===== config.mk =====
export PLATFORM = sky130hd
export DESIGN_NAME = spi_slave_core
export DESIGN_NICKNAME = d
export VERILOG_FILES = /design/src/rtl/spi_pkg.sv /design/src/rtl/spi_sync_edge.sv /design/src/rtl/spi_slave_core.sv
export SDC_FILE = /design/constraint.sdc
export NUM_CORES = 1
export LEC_CHECK = 0
export BUFFER_PORTS_ARGS = -buffer_cell sky130_fd_sc_hd__buf_2
export CAP_MARGIN = 20
export CORE_ASPECT_RATIO = 0.9
export CORE_MARGIN = 10
export CORE_UTILIZATION = 30
export CTS_BUF_LIST = sky130_fd_sc_hd__clkbuf_8 sky130_fd_sc_hd__clkbuf_16
export CTS_CLUSTER_DIAMETER = 50
export DETAILED_ROUTE_END_ITERATION = 7
export PLACE_DENSITY = 0.48
export SLEW_MARGIN = 5
export SYNTH_ARGS = -nofsm -noshare
export SYNTH_HDL_FRONTEND = slang
export SYNTH_SLANG_ARGS = --single-unit
export TNS_END_PERCENT = 30

===== constraint.sdc =====
create_clock -name CLK -period 2 [get_ports CLK]
set_input_delay 0.1 -clock CLK [delete_from_list [all_inputs] [get_ports CLK]]
set_output_delay 0.1 -clock CLK [all_outputs]
set_load 0.005 [all_outputs]

===== src/rtl/spi_pkg.sv =====
`default_nettype none
// ============================================================================
// Package  : spi_pkg
// Brief    : Shared types and constants for the SPI slave core: FSM state
//            encoding, SPI mode constants ({CPOL, CPHA}) and default width.
// Revision : 1.0 - initial release
// ============================================================================
package spi_pkg;

  localparam int DEFAULT_DATA_W = 8;

  // SPI modes encoded as {CPOL, CPHA}
  localparam logic [1:0] MODE0 = 2'b00;
  localparam logic [1:0] MODE1 = 2'b01;
  localparam logic [1:0] MODE2 = 2'b10;
  localparam logic [1:0] MODE3 = 2'b11;

  typedef enum logic [0:0] {
    ST_IDLE   = 1'b0,
    ST_ACTIVE = 1'b1
  } state_t;

endpackage : spi_pkg
`default_nettype wire


===== src/rtl/spi_sync_edge.sv =====
`default_nettype none
// ============================================================================
// Module   : spi_sync_edge
// Brief    : Brings one asynchronous pin into the system clock domain through
//            a SYNC_STAGES flop chain (minimum 2), then a single-flop edge
//            detector producing rise/fall pulses aligned with the level output.
// Revision : 1.0 - initial release
// ============================================================================
module spi_sync_edge
  import spi_pkg::*;
#(
  parameter int SYNC_STAGES = 2
) (
  input  logic clk,
  input  logic rst,
  input  logic i_pin,
  output logic o_level,
  output logic o_rise,
  output logic o_fall
);

  logic [SYNC_STAGES-1:0] sync_q, sync_d;
  logic                   prev_q, prev_d;

  // Shift the pin through the chain; the edge flop trails the last stage
  always_comb begin
    sync_d = {sync_q[SYNC_STAGES-2:0], i_pin};
    prev_d = sync_q[SYNC_STAGES-1];
  end

  // Chain resets low so a pin already low at release does not look like a fall
  always_ff @(posedge clk or posedge rst) begin
    if (rst) begin
      sync_q <= '0;
      prev_q <= 1'b0;
    end else begin
      sync_q <= sync_d;
      prev_q <= prev_d;
    end
  end

  assign o_level = sync_q[SYNC_STAGES-1];
  assign o_rise  =  sync_q[SYNC_STAGES-1] & ~prev_q;
  assign o_fall  = ~sync_q[SYNC_STAGES-1] &  prev_q;

endmodule : spi_sync_edge
`default_nettype wire


===== src/rtl/spi_slave_core.sv =====
`default_nettype none
// ============================================================================
// Module   : spi_slave_core
// Brief    : Oversampled SPI slave, all four CPOL/CPHA modes, LSB first.
//            Parallel RX port with valid pulse, one-deep TX holding register.
// Revision : 1.0 - initial release
// ============================================================================
module spi_slave_core
  import spi_pkg::*;
#(
  parameter int DATA_W      = DEFAULT_DATA_W,
  parameter int SYNC_STAGES = 2
) (
  input  logic              CLK,
  input  logic              RST,
  input  logic              CPOL_IN,
  input  logic              CPHA_IN,
  input  logic              SCLK_IN,
  input  logic              SS_IN,
  input  logic              MOSI_IN,
  input  logic [DATA_W-1:0] TX_DATA,
  input  logic              TX_LOAD,
  output logic              TX_READY,
  output logic              MISO,
  output logic              MISO_OE,
  output logic [DATA_W-1:0] RX_DATA,
  output logic              RX_VALID,
  output logic              BUSY,
  output logic              FRAME_ERR,
  output logic              TX_UNDERRUN
);

  localparam int               CNT_W    = (DATA_W > 1) ? $clog2(DATA_W) : 1;
  localparam logic [CNT_W-1:0] LAST_BIT = CNT_W'(DATA_W - 1);

  logic w_sclk_level, w_sclk_rise, w_sclk_fall;
  logic w_ss_level, w_ss_rise, w_ss_fall;
  logic w_mosi, w_mosi_rise, w_mosi_fall;
  logic w_unused_sync;

  spi_sync_edge #(.SYNC_STAGES(SYNC_STAGES)) u_sync_sclk (
    .clk(CLK), .rst(RST), .i_pin(SCLK_IN),
    .o_level(w_sclk_level), .o_rise(w_sclk_rise), .o_fall(w_sclk_fall)
  );
  spi_sync_edge #(.SYNC_STAGES(SYNC_STAGES)) u_sync_ss (
    .clk(CLK), .rst(RST), .i_pin(SS_IN),
    .o_level(w_ss_level), .o_rise(w_ss_rise), .o_fall(w_ss_fall)
  );
  spi_sync_edge #(.SYNC_STAGES(SYNC_STAGES)) u_sync_mosi (
    .clk(CLK), .rst(RST), .i_pin(MOSI_IN),
    .o_level(w_mosi), .o_rise(w_mosi_rise), .o_fall(w_mosi_fall)
  );

  assign w_unused_sync = ^{w_sclk_level, w_ss_level, w_mosi_rise, w_mosi_fall};

  state_t             state_q, state_d;
  logic [1:0]         mode_q, mode_d;
  logic [CNT_W-1:0]   bit_cnt_q, bit_cnt_d;
  logic [DATA_W-1:0]  rx_sr_q, rx_sr_d;
  logic [DATA_W-1:0]  tx_sr_q, tx_sr_d;
  logic [DATA_W-1:0]  hold_q, hold_d;
  logic               hold_valid_q, hold_valid_d;
  logic               pend_q, pend_d;
  logic [DATA_W-1:0]  rx_data_q, rx_data_d;
  logic               rx_valid_q, rx_valid_d;
  logic               frame_err_q, frame_err_d;
  logic               tx_underrun_q, tx_underrun_d;

  logic               w_cpol, w_cpha, w_lead, w_trail, w_sample, w_shift;
  logic               w_word_load;
  logic [DATA_W-1:0]  w_rx_next;

  assign w_cpol    = (mode_q == MODE2) || (mode_q == MODE3);
  assign w_cpha    = (mode_q == MODE1) || (mode_q == MODE3);
  assign w_lead    = w_cpol ? w_sclk_fall : w_sclk_rise;
  assign w_trail   = w_cpol ? w_sclk_rise : w_sclk_fall;
  assign w_sample  = w_cpha ? w_trail : w_lead;
  assign w_shift   = w_cpha ? w_lead  : w_trail;
  assign w_rx_next = {w_mosi, rx_sr_q[DATA_W-1:1]};

  // Next-state, shift/sample datapath and holding-register control
  always_comb begin
    state_d       = state_q;
    mode_d        = mode_q;
    bit_cnt_d     = bit_cnt_q;
    rx_sr_d       = rx_sr_q;
    tx_sr_d       = tx_sr_q;
    hold_d        = hold_q;
    hold_valid_d  = hold_valid_q;
    pend_d        = pend_q;
    rx_data_d     = rx_data_q;
    rx_valid_d    = 1'b0;
    frame_err_d   = 1'b0;
    tx_underrun_d = 1'b0;
    w_word_load   = 1'b0;

    unique case (state_q)
      ST_IDLE: begin
        if (w_ss_fall) begin
          state_d     = ST_ACTIVE;
          mode_d      = {CPOL_IN, CPHA_IN};
          bit_cnt_d   = '0;
          pend_d      = 1'b0;
          w_word_load = ~CPHA_IN;
        end
      end
      ST_ACTIVE: begin
        if (w_ss_rise) begin
          state_d     = ST_IDLE;
          bit_cnt_d   = '0;
          pend_d      = 1'b0;
          frame_err_d = (bit_cnt_q != '0);
        end else if (w_sample) begin
          rx_sr_d = w_rx_next;
          // A word boundary seen on the previous trailing edge is committed
          // only now, once the master has shown the frame really continues.
          if (pend_q) begin
            w_word_load = 1'b1;
            pend_d      = 1'b0;
          end
          if (bit_cnt_q == LAST_BIT) begin
            bit_cnt_d  = '0;
            rx_data_d  = w_rx_next;
            rx_valid_d = 1'b1;
          end else begin
            bit_cnt_d = bit_cnt_q + CNT_W'(1);
          end
        end else if (w_shift) begin
          if (bit_cnt_q == '0 && w_cpha) begin
            w_word_load = 1'b1;
          end else if (bit_cnt_q == '0) begin
            // CPHA=0 word boundary: present the next word's first bit now
            // without consuming the holding register, since this may be the
            // last trailing edge of the frame.
            pend_d  = 1'b1;
            tx_sr_d = hold_valid_q ? hold_q : '1;
          end else begin
            tx_sr_d = {1'b1, tx_sr_q[DATA_W-1:1]};
          end
        end
      end
      default: state_d = ST_IDLE;
    endcase

    if (w_word_load) begin
      tx_sr_d       = hold_valid_q ? hold_q : '1;
      tx_underrun_d = ~hold_valid_q;
      hold_valid_d  = 1'b0;
    end

    // A same-cycle word load frees the register before the new write lands
    if (TX_LOAD && !hold_valid_d) begin
      hold_d       = TX_DATA;
      hold_valid_d = 1'b1;
    end
  end

  // State and datapath registers
  always_ff @(posedge CLK or posedge RST) begin
    if (RST) begin
      state_q       <= ST_IDLE;
      mode_q        <= MODE0;
      bit_cnt_q     <= '0;
      rx_sr_q       <= '0;
      tx_sr_q       <= '0;
      hold_q        <= '0;
      hold_valid_q  <= 1'b0;
      pend_q        <= 1'b0;
      rx_data_q     <= '0;
      rx_valid_q    <= 1'b0;
      frame_err_q   <= 1'b0;
      tx_underrun_q <= 1'b0;
    end else begin
      state_q       <= state_d;
      mode_q        <= mode_d;
      bit_cnt_q     <= bit_cnt_d;
      rx_sr_q       <= rx_sr_d;
      tx_sr_q       <= tx_sr_d;
      hold_q        <= hold_d;
      hold_valid_q  <= hold_valid_d;
      pend_q        <= pend_d;
      rx_data_q     <= rx_data_d;
      rx_valid_q    <= rx_valid_d;
      frame_err_q   <= frame_err_d;
      tx_underrun_q <= tx_underrun_d;
    end
  end

  assign BUSY        = (state_q == ST_ACTIVE);
  assign MISO_OE     = (state_q == ST_ACTIVE);
  assign MISO        = (state_q == ST_ACTIVE) ? tx_sr_q[0] : 1'b1;
  assign TX_READY    = ~hold_valid_q;
  assign RX_DATA     = rx_data_q;
  assign RX_VALID    = rx_valid_q;
  assign FRAME_ERR   = frame_err_q;
  assign TX_UNDERRUN = tx_underrun_q;

endmodule : spi_slave_core
`default_nettype wire

==> results.md, run 1 <==
- Status: complete, no violations
- WL per Instance: 14.1 microns
- CTS sink cnt: 50
- Leak Pwr: 1.30 nW
- Final core utilization: 37.6%
- Synth Cell Area: 2200 sq um
- Share of cells above drive strength 1: 41.7%
- Vias in the first global route: 1545
- DR pass1 iterations: 4
- Slowest CP cell: dfrtp_1
- CP Max Fanout: 8
- Highest-count cells in the layout ignoring fill and taps: 49 x dfrtp_1, 30 x buf_2, 23 x mux2_2
- CTS tree: yes
- Top FF cell, synth: dfrtp_1
- Root buf cell: clkbuf_8
- Final hold slack: 0.0322 ns
- Crit Path Category: register to register
- Power Density: 1140 nW/um^2
- GRT Util Overall: 8.38%
- Worst EP required: 2.18 ns
- Met1 Use GR: 11.8%
- Number of synthesis warnings: 0
- Antenna cell count: 0
- Final hold viol count: 0
- Net count after synthesis: 194
- DR vias: 1432
- Most common cell after layout, fill and taps aside: dfrtp_1
- Maximum VDD drop: 370 uV
- CP cell instances: inv_1 > ha_1 > and3b_1 > o22ai_2 > a21oi_2 > o21ai_2 > buf_12 > mux2_2
- Mapped Cells: 175
- Max-cap viol count: 0
- CTS buffer count: 5
- Worst relative slew slack: 68.5%
- Finish-stage setup viols: 0
- Later-pin clock latency in the skew report: 0.30 ns
- Antenna violations before repair: 0
- Die height: 101 microns
- Initial drt markers: 40
- Busiest grt layer: met1
- Worst slew pin tran: 0.471 ns
- Routability cong.: 0.765
- Count of different cell masters after synthesis: 40
- Die width: 110 microns
- Worst Path Buf+Inv: 2
- GRT Residual Overflow: 0
- Area occupied by multi-input gates: 893 sq um
- Number of synthesized flops with an enable pin: 0
- Detailed Place HPWL: 3.22 mm
- IO buf count: 30
- Largest net degree at the start of global routing: 25
- Synth async-reset ratio: 100%
- Final nets: 241
- Final Max Slew Viols: 0
- Rows: 29
- RSZ-0062 raised after global routing: no
- Syn_area_per_cell: 12.6 sq um
- Post-synthesis sequential area ratio: 56.8%
- GR Util met3: 3.56%
- Seq cells post-synth: 50
- Post-CTS setup buffer count: 0
- Met2 GRT Util: 11.5%
- Fmax: 525 MHz
- Clock tree buffer depth: 2
- Reg clk slew, reported paths: 0.09 ns
- H-tree levels: 2
- DRC errors left: 0
- Final period util: 95.3%
- Syn-to-layout area delta: 21.3%
- Layout fillers: 723
- Area of the core: 7110 sq um
- Io pins: 31
- Final ANT Viol Nets: 0
- Cell type group with the largest total delay on the critical path: compound AO/OA/AOI/OAI gates
- Setup WS pre-CTS: 0.0405 ns
- Post-placement cell area: 2500 sq um
- Sequential cell area: 1250 sq um
- Vias per cell: 4.53
- Initial Util: 31.0%
- Final instance area: 2670 sq um
- Die area: 11200 sq um
- Worst EP arrival: 2.09 ns
- Crit-path max cell delay: 0.40 ns
- Final setup margin: 0.0940 ns
- Setup TNS Final: 0 ns
- Min Tclk post-route: 1.91 ns
- Worst min path class: input pin to register
- Worst-case clock skew: 0.00677 ns
- CP endpoint kind: register
- CP Launch Type: register
- Final wirelength: 4.44 mm
- First-pass GRT wire length: 7.57 mm
kinds of logic after synthesis:
group	synth area share [%]
buf+inv	3.41
compound gates	8.01
simple gates	15.1
xor+xnor	1.14
fa+ha+maj	1.70
flops	56.8
mux	13.9
sequential cells by signal (all words and copies together) (netlist names):
name                flops
RX_VALID                1
tx_sr_q                 8
mode_q                  2
RX_DATA                 8
bit_cnt_q               3
hold_q                  8
pend_q                  1
FRAME_ERR               1
rx_sr_q                 7
u_sync_sclk.sync_q      2
hold_valid_q            1
BUSY                    1
u_sync_sclk.prev_q      1
u_sync_mosi.sync_q      2
u_sync_ss.sync_q        2
TX_UNDERRUN             1
u_sync_ss.prev_q        1
power by group:
| group | internal, W | switching [W] | total [W] |
|---|---|---|---|
| clock network | 0.000285 | 0.000334 | 0.000619 |
| registers | 0.00131 | 0.000195 | 0.00150 |
| logic | 0.000494 | 0.000419 | 0.000913 |
path summary, 6_finish.rpt:
check / startpoint / end / slack (ns) / depth (start not counted)
min in group asynchronous: RST / u_sync_mosi.sync_q[0]$_DFF_PP0_ / 0.36 / 3
setup / recovery: bit_cnt_q[0]$_DFFE_PP0P_ / hold_q[2]$_DFFE_PP0P_ / 0.09 / 8
max in group asynchronous: RST / TX_UNDERRUN$_DFF_PP0_ / 1.06 / 4
hold reg to reg: u_sync_mosi.sync_q[0]$_DFF_PP0_ / u_sync_mosi.sync_q[1]$_DFF_PP0_ / 0.36 / 0
setup reg to reg: bit_cnt_q[0]$_DFFE_PP0P_ / hold_q[2]$_DFFE_PP0P_ / 0.09 / 8
hold / removal: TX_DATA[4] / hold_q[4]$_DFFE_PP0P_ / 0.03 / 2
timing repair:
item                                    in CTS  in global routing
hold buffers                                 5                  0
hold endpoints to repair                    26                  0
gates resized for setup                      0                  4
endpoints found under the setup margin       0                 21
synth_stat cells, drive strengths merged (2+ instances only):
cell	number	area (sq um)
buf	5	52.6
mux2i	2	20.0
ha	3	37.5
and2b	3	26.3
nand2b	3	18.8
and3b	3	28.8
inv	5	18.8
nand2	17	66.3
o31ai	7	62.6
o21ai	7	38.8
mux2	25	285
nor3b	11	82.6
dfrtp	50	1250
or2	2	12.5
a21oi	2	10.0
nor2	14	60.1
metal layers:
| layer | wire length, microns | vias to the layer above | share of wire [%] |
|---|---|---|---|
| met5 | 0 | - | 0 |
| met4 | 15 | 0 | 0.34 |
| met3 | 248 | 2 | 5.6 |
| met2 | 1930 | 32 | 43 |
| met1 | 2250 | 699 | 51 |
| li1 | - | 699 | - |
stage by stage:
| step | power [W] | cells |
|---|---|---|
| floorplan | 0.00219 | 175 |
| global placement | 0.00240 | 303 |
| detailed placement | 0.00242 | 303 |
| CTS | 0.00306 | 316 |
| global route | 0.00328 | 316 |
| finish | 0.00304 | 316 |
cell type report:
class | instances | area share, %
flip-flops and latches | 50 | 46.9
inverters | 6 | 0.843
multi-input cells | 114 | 33.4
clock buffers | 6 | 3.09
repair buffers | 45 | 10.8
well taps | 93 | 4.36
clock inverters | 2 | 0.609
No activity file was read; power rests on OpenSTA's default activity.
==> inputs of run 2 (changes only) <==
Settings changed: SYNTH_HIERARCHICAL set to 1.
==> results.md, run 2 <==
- Status: complete, no violations
- Power Density: 1210 nW/um^2 (+6.7%)
- CTS sink cnt: 50 (unchanged)
- Finished Layout Cells: 315 (-0.32%)
- Finish-stage setup viols: 0 (unchanged)
- CTS buffer count: 5 (unchanged)
- DR pass1 iterations: 4 (unchanged)
- Min-delay src: TX_DATA[3]
- CP endpoint kind: register
- First-pass GRT wire length: 7.47 mm (-1.4%)
- Share of cells above drive strength 1: 38.7% (-3.0 points)
- Net count after synthesis: 190 (-2.1%)
- Routability cong.: 0.749 (-2.0%)
- Die height: 102 microns (+0.30%)
- Final Max Slew Viols: 0 (unchanged)
- Most common cell after layout, fill and taps aside: dfrtp_1
- Worst relative slew slack: 63.7% (-4.9 points)
- IO buf count: 30 (unchanged)
- Clock tree buffer depth: 2 (unchanged)
- Area of the core: 7110 sq um (unchanged)
- RSZ-0062 raised after global routing: yes
- Slowest CP cell: dfrtp_1
- Vias per cell: 4.43 (-2.1%)
- Rows: 29 (unchanged)
- Worst EP required: 2.19 ns (about the same)
- Met2 GRT Util: 11.7% (+0.23 points)
- Io pins: 31 (unchanged)
- Crit Path Category: register to register
- Final core utilization: 39.0% (+1.4 points)
- Synth Cell Area: 2220 sq um (+0.74%)
- Antenna cell count: 0 (unchanged)
- R2R Path Start: u_sync_sclk/sync_q[1]$_DFF_PP0_
- Worst Setup SP: u_sync_sclk/sync_q[1]$_DFF_PP0_
- Mapped Cells: 171 (-2.3%)
- Worst min path class: input pin to register
- Worst EP arrival: 2.17 ns (+0.08 ns)
- Worst-case clock skew: 0.00605 ns (-0.000719 ns)
- Syn_area_per_cell: 13.0 sq um (+3.1%)
- Final hold viol count: 0 (unchanged)
- Vias in the first global route: 1501 (-2.8%)
- Antenna violations before repair: 0 (unchanged)
- Syn-to-layout area delta: 25.0%
- H-tree levels: 2 (unchanged)
- WL per Instance: 14.0 microns (-0.59%)
- Maximum VDD drop: 416 uV (+12%)
- Reg clk slew, reported paths: 0.09 ns (about the same)
- CTS tree: yes
- Die width: 111 microns (+0.30%)
- Initial drt markers: 68 (+70%)
- Final ANT Viol Nets: 0 (unchanged)
- CP Launch Type: register
- Initial Util: 31.2% (+0.23 points)
- Max-cap viol count: 0 (unchanged)
- DR vias: 1397 (-2.4%)
- Detailed Place HPWL: 3.12 mm (-2.9%)
- Largest net degree at the start of global routing: 43 (+72%)
- CP cell instances: and2b_2 > mux2i_1 > and3_4 > a311oi_4 > a21o_1 > buf_12 > mux2_4
- CP Max Fanout: 8 (unchanged)
- DRC errors left: 0 (unchanged)
- Setup TNS Final: 0 ns (unchanged)
- Busiest grt layer: met2
- Final nets: 240 (-0.41%)
- Met1 Use GR: 10.8% (-1.0 points)
- Die area: 11200 sq um (+0.60%)
- Final period util: 99.5% (+4.2 points)
- Worst slew pin tran: 0.545 ns (+0.0736 ns)
- Later-pin clock latency in the skew report: 0.30 ns (about the same)
- Final wirelength: 4.40 mm (-0.90%)
- Layout fillers: 714 (-1.2%)
- Min Tclk post-route: 1.99 ns (+0.0830 ns)
- Leak Pwr: 1.40 nW (+7.9%)
- Highest-count cells in the layout ignoring fill and taps: 49 x dfrtp_1, 30 x buf_2, 21 x inv_1
- Final hold slack: 0.0259 ns (-0.00634 ns)
- GRT Residual Overflow: 0 (unchanged)
- GRT Util Overall: 7.96% (-0.42 points)
- Root buf cell: clkbuf_8
- Fmax: 503 MHz (-4.2%)
- Number of synthesis warnings: 6 (+6)
- Placed insts: 297 (-2.0%)
- GR Util met3: 2.90% (-0.66 points)
- Crit-path max cell delay: 0.40 ns (about the same)
-- run 2: worst paths after layout --
check                           cells past startpoint  slack, ns                              end
min in group asynchronous                           3       0.21  u_sync_mosi/sync_q[0]$_DFF_PP0_
worst min-delay path                                2       0.03            hold_q[3]$_DFFE_PP0P_
worst max register to register                      7       0.01            hold_q[1]$_DFFE_PP0P_
max in group asynchronous                           4       1.11            mode_q[1]$_DFFE_PP0P_
worst max-delay path                                7       0.01            hold_q[1]$_DFFE_PP0P_
worst min register to register                      0       0.35  u_sync_sclk/sync_q[1]$_DFF_PP0_
-- run 2: per-layer routing --
| layer | vias up | share of wire (%) |
|---|---|---|
| li1 | 684 | - |
| met1 | 682 | 51 |
| met2 | 26 | 44 |
| met3 | 5 | 4.4 |
| met4 | 0 | 0.66 |
| met5 | - | 0 |
-- run 2: cell type report --
| class | instances | area [sq um] | share of cell area [%] |
|---|---|---|---|
| sequential | 50 | 1250 | 45.2 |
| multi-input combinational | 95 | 907 | 32.7 |
| timing repair buffer | 49 | 330 | 11.9 |
| tap | 93 | 116 | 4.20 |
| clock buffer | 6 | 82.6 | 2.98 |
| inverter | 20 | 75.1 | 2.71 |
| clock inverter | 2 | 8.76 | 0.316 |
-- run 2: repair_timing --
action / 4_1_cts / 5_1_grt
gates resized for setup: 3 / 6
gates cloned: 0 / 0
setup endpoints to repair: 20 / 16
hold endpoints to repair: 54 / 0
setup buffers: 1 / 4
hold buffers: 5 / 0
pin swaps: 3 / 4
-- run 2: per-stage QoR --
| stage | total power, W | instance area [sq um] | setup slack (ns) |
|---|---|---|---|
| floorplan | 0.00235 | 2230 | 0.0145 |
| global placement | 0.00264 | 2550 | -0.0317 |
| detailed placement | 0.00266 | 2550 | -0.0214 |
| CTS | 0.00329 | 2710 | -0.00758 |
| global route | 0.00363 | 2770 | -0.0762 |
| finish | 0.00336 | 2770 | 0.0110 |
-- run 2: critical path, delay by kind of cell, from the launching register on --
kind                   cells  cell delay (ns)
buffers and inverters      1             0.14
multiplexers               2             0.39
AO/OA/AOI/OAI              2             0.49
AND/OR/NAND/NOR            2             0.46
flip-flops                 1             0.40
-- run 2: power by group --
| part | switching, W | total, W | leakage (nW) | internal, W |
|---|---|---|---|---|
| Clock | 0.000323 | 0.000598 | 0.0524 | 0.000275 |
| Combinational | 0.000528 | 0.00123 | 0.730 | 0.000706 |
| Sequential | 0.000225 | 0.00153 | 0.615 | 0.00131 |
| Total | 0.00108 | 0.00336 | 1.40 | 0.00229 |
==> inputs of run 3 (changes only) <==
Settings changed: CTS_BUF_LIST sky130_fd_sc_hd__clkbuf_8 sky130_fd_sc_hd__clkbuf_16 to unset, SLEW_MARGIN 5 to 10.
==> results.md, run 3 (synthesis results as in run 2) <==
- CP endpoint kind: register
- Leak Pwr: 1.39 nW (-0.37%)
- Clock tree buffer depth: 2 (unchanged)
- Rows: 29 (unchanged)
- Largest net degree at the start of global routing: 43 (unchanged)
- Power, Total: 0.00337 W (+0.33%)
- DR pass1 iterations: 4 (unchanged)
- Maximum VDD drop: 425 uV (+2.1%)
- Worst relative slew slack: 63.5% (-0.21 points)
- Io pins: 31 (unchanged)
- CTS sink cnt: 50 (unchanged)
- Crit Path Category: register to register
- Status: complete, no violations
- Final nets: 240 (unchanged)
- Hold Path Depth: 2 (unchanged)
- Routability cong.: 0.749 (unchanged)
- Min-delay src: TX_DATA[3]
- Worst EP required: 2.18 ns (about the same)
- Most common cell after layout, fill and taps aside: dfrtp_1
- Syn-to-layout area delta: 25.1% (about the same)
- Worst EP arrival: 2.17 ns (about the same)
- DR vias: 1398 (+0.072%)
- R2R Path Start: u_sync_sclk/sync_q[1]$_DFF_PP0_
- Highest-count cells in the layout ignoring fill and taps: 49 x dfrtp_1, 30 x buf_2, 20 x inv_1
- Layout fillers: 715 (+0.14%)
- Root buf cell: clkbuf_8
- GRT Util Overall: 7.96% (unchanged)
- Hold path endpoint: hold_q[3]$_DFFE_PP0P_
- Worst slew pin tran: 0.548 ns (+0.00317 ns)
- Finish-stage setup viols: 0 (unchanged)
- Setup TNS Final: 0 ns (unchanged)
- CP Max Fanout: 8 (unchanged)
- Die height: 102 microns (unchanged)
- Share of cells above drive strength 1: 39.2% (+0.45 points)
- Final hold viol count: 0 (unchanged)
- CP Launch Type: register
- Initial Util: 31.2% (unchanged)
- Worst-case clock skew: 0.00605 ns (-0.00000103 ns)
- CTS buffer count: 5 (unchanged)
- First-pass GRT wire length: 7.47 mm (unchanged)
- Initial drt markers: 66 (-2.9%)
- GRT Residual Overflow: 0 (unchanged)
- Final Max Slew Viols: 0 (unchanged)
- IO buf count: 30 (unchanged)
- Worst min path class: input pin to register
- Power Density: 1220 nW/um^2 (+0.24%)
- Final period util: 99.4% (about the same)
- Fmax: 503 MHz (about the same)
- WL per Instance: 14.0 microns (+0.55%)
- Final wirelength: 4.42 mm (+0.55%)
- Worst r2r dst: hold_q[1]$_DFFE_PP0P_
- Final ANT Viol Nets: 0 (unchanged)
- Later-pin clock latency in the skew report: 0.30 ns (about the same)
- Detailed Place HPWL: 3.12 mm (unchanged)
- RSZ-0062 raised after global routing: yes
- Area of the core: 7110 sq um (unchanged)
- Min Tclk post-route: 1.99 ns (-0.000200 ns)
- Max-cap viol count: 0 (unchanged)
- H-tree levels: 2 (unchanged)
- Die width: 111 microns (unchanged)
- Reg clk slew, reported paths: 0.09 ns (about the same)
- Antenna cell count: 0 (unchanged)
- Vias per cell: 4.44 (about the same)
- Antenna violations before repair: 0 (unchanged)
- Register-to-Register Path Depth: 7 (unchanged)
- R2R Setup Slk: 0.01 ns (about the same)
- DRC errors left: 0 (unchanged)
- Die area: 11200 sq um (unchanged)
- CTS tree: yes
- Vias in the first global route: 1501 (unchanged)
run 3: cell types whose count changed in the layout (fill, tap and decap cells not counted):
cell	previous run	this run
clkbuf_1	0	1
ha_1	3	2
ha_2	0	1
inv_1	21	20
run 3: worst max-delay path, stage by stage, from the launching register on:
cell and delay (ns):
dfrtp_1 0.40, and2b_2 0.29, mux2i_1 0.09, and3_4 0.17
a311oi_4 0.30, a21o_1 0.19, buf_12 0.14, mux2_4 0.30
run 3: timing repair:
action,in CTS,in global routing
hold endpoints to repair,54,0
gates resized for setup,3,7
cloned,0,0
buffers inserted,1,4
hold buffers,5,0
pin swaps,3,4
setup endpoints to repair,20,16
run 3: how the worst max path moves through the flow:
stage                                        to                             from  depth (start not counted)
final                     hold_q[1]$_DFFE_PP0P_  u_sync_sclk/sync_q[1]$_DFF_PP0_                          7
after global placement    hold_q[7]$_DFFE_PP0P_  u_sync_sclk/sync_q[1]$_DFF_PP0_                          7
after CTS                 hold_q[1]$_DFFE_PP0P_     u_sync_sclk/prev_q$_DFF_PP0_                          6
after floorplan           hold_q[0]$_DFFE_PP0P_         bit_cnt_q[0]$_DFFE_PP0P_                          8
after global routing      hold_q[1]$_DFFE_PP0P_  u_sync_sclk/sync_q[1]$_DFF_PP0_                          7
after detailed placement  hold_q[7]$_DFFE_PP0P_  u_sync_sclk/sync_q[1]$_DFF_PP0_                          7
run 3: power breakdown:
group | total [W] | switching (W) | internal (W)
sequential | 0.00153 | 0.000223 | 0.00131
clock | 0.000604 | 0.000324 | 0.000280
combinational | 0.00124 | 0.000531 | 0.000710
total | 0.00337 | 0.00108 | 0.00230
run 3: through the flow:
step           instance area (sq um)  worst slack (ns)  hold WS (ns)  utilization, %  cells
6_report                        2780            0.0112        0.0268            39.0    315
3_5_place_dp                    2550           -0.0214       -0.0122            35.8    297
2_1_floorplan                   2230            0.0145        -0.159               -    171
5_1_grt                         2780           -0.0746        0.0166            39.0    315
3_3_place_gp                    2550           -0.0317       -0.0161            35.8    297
4_1_cts                         2710          -0.00740        0.0152            38.1    311
run 3: cell type report:
type | count | area (sq um) | share of cell area, %
Timing Repair Buffer | 49 | 330 | 11.9
Multi-Input combinational cell | 95 | 910 | 32.8
Clock buffer | 7 | 86.3 | 3.11
Clock inverter | 1 | 5.00 | 0.180
Inverter | 20 | 75.1 | 2.71
Tap cell | 93 | 116 | 4.19
Sequential cell | 50 | 1250 | 45.1
run 3: layer usage:
| layer | GRT usage (%) | routed length [microns] |
|---|---|---|
| met1 | 10.8 | 2250 |
| met2 | 11.7 | 1950 |
| met3 | 2.90 | 195 |
| met4 | 2.10 | 25 |
| met5 | 0 | 0 |
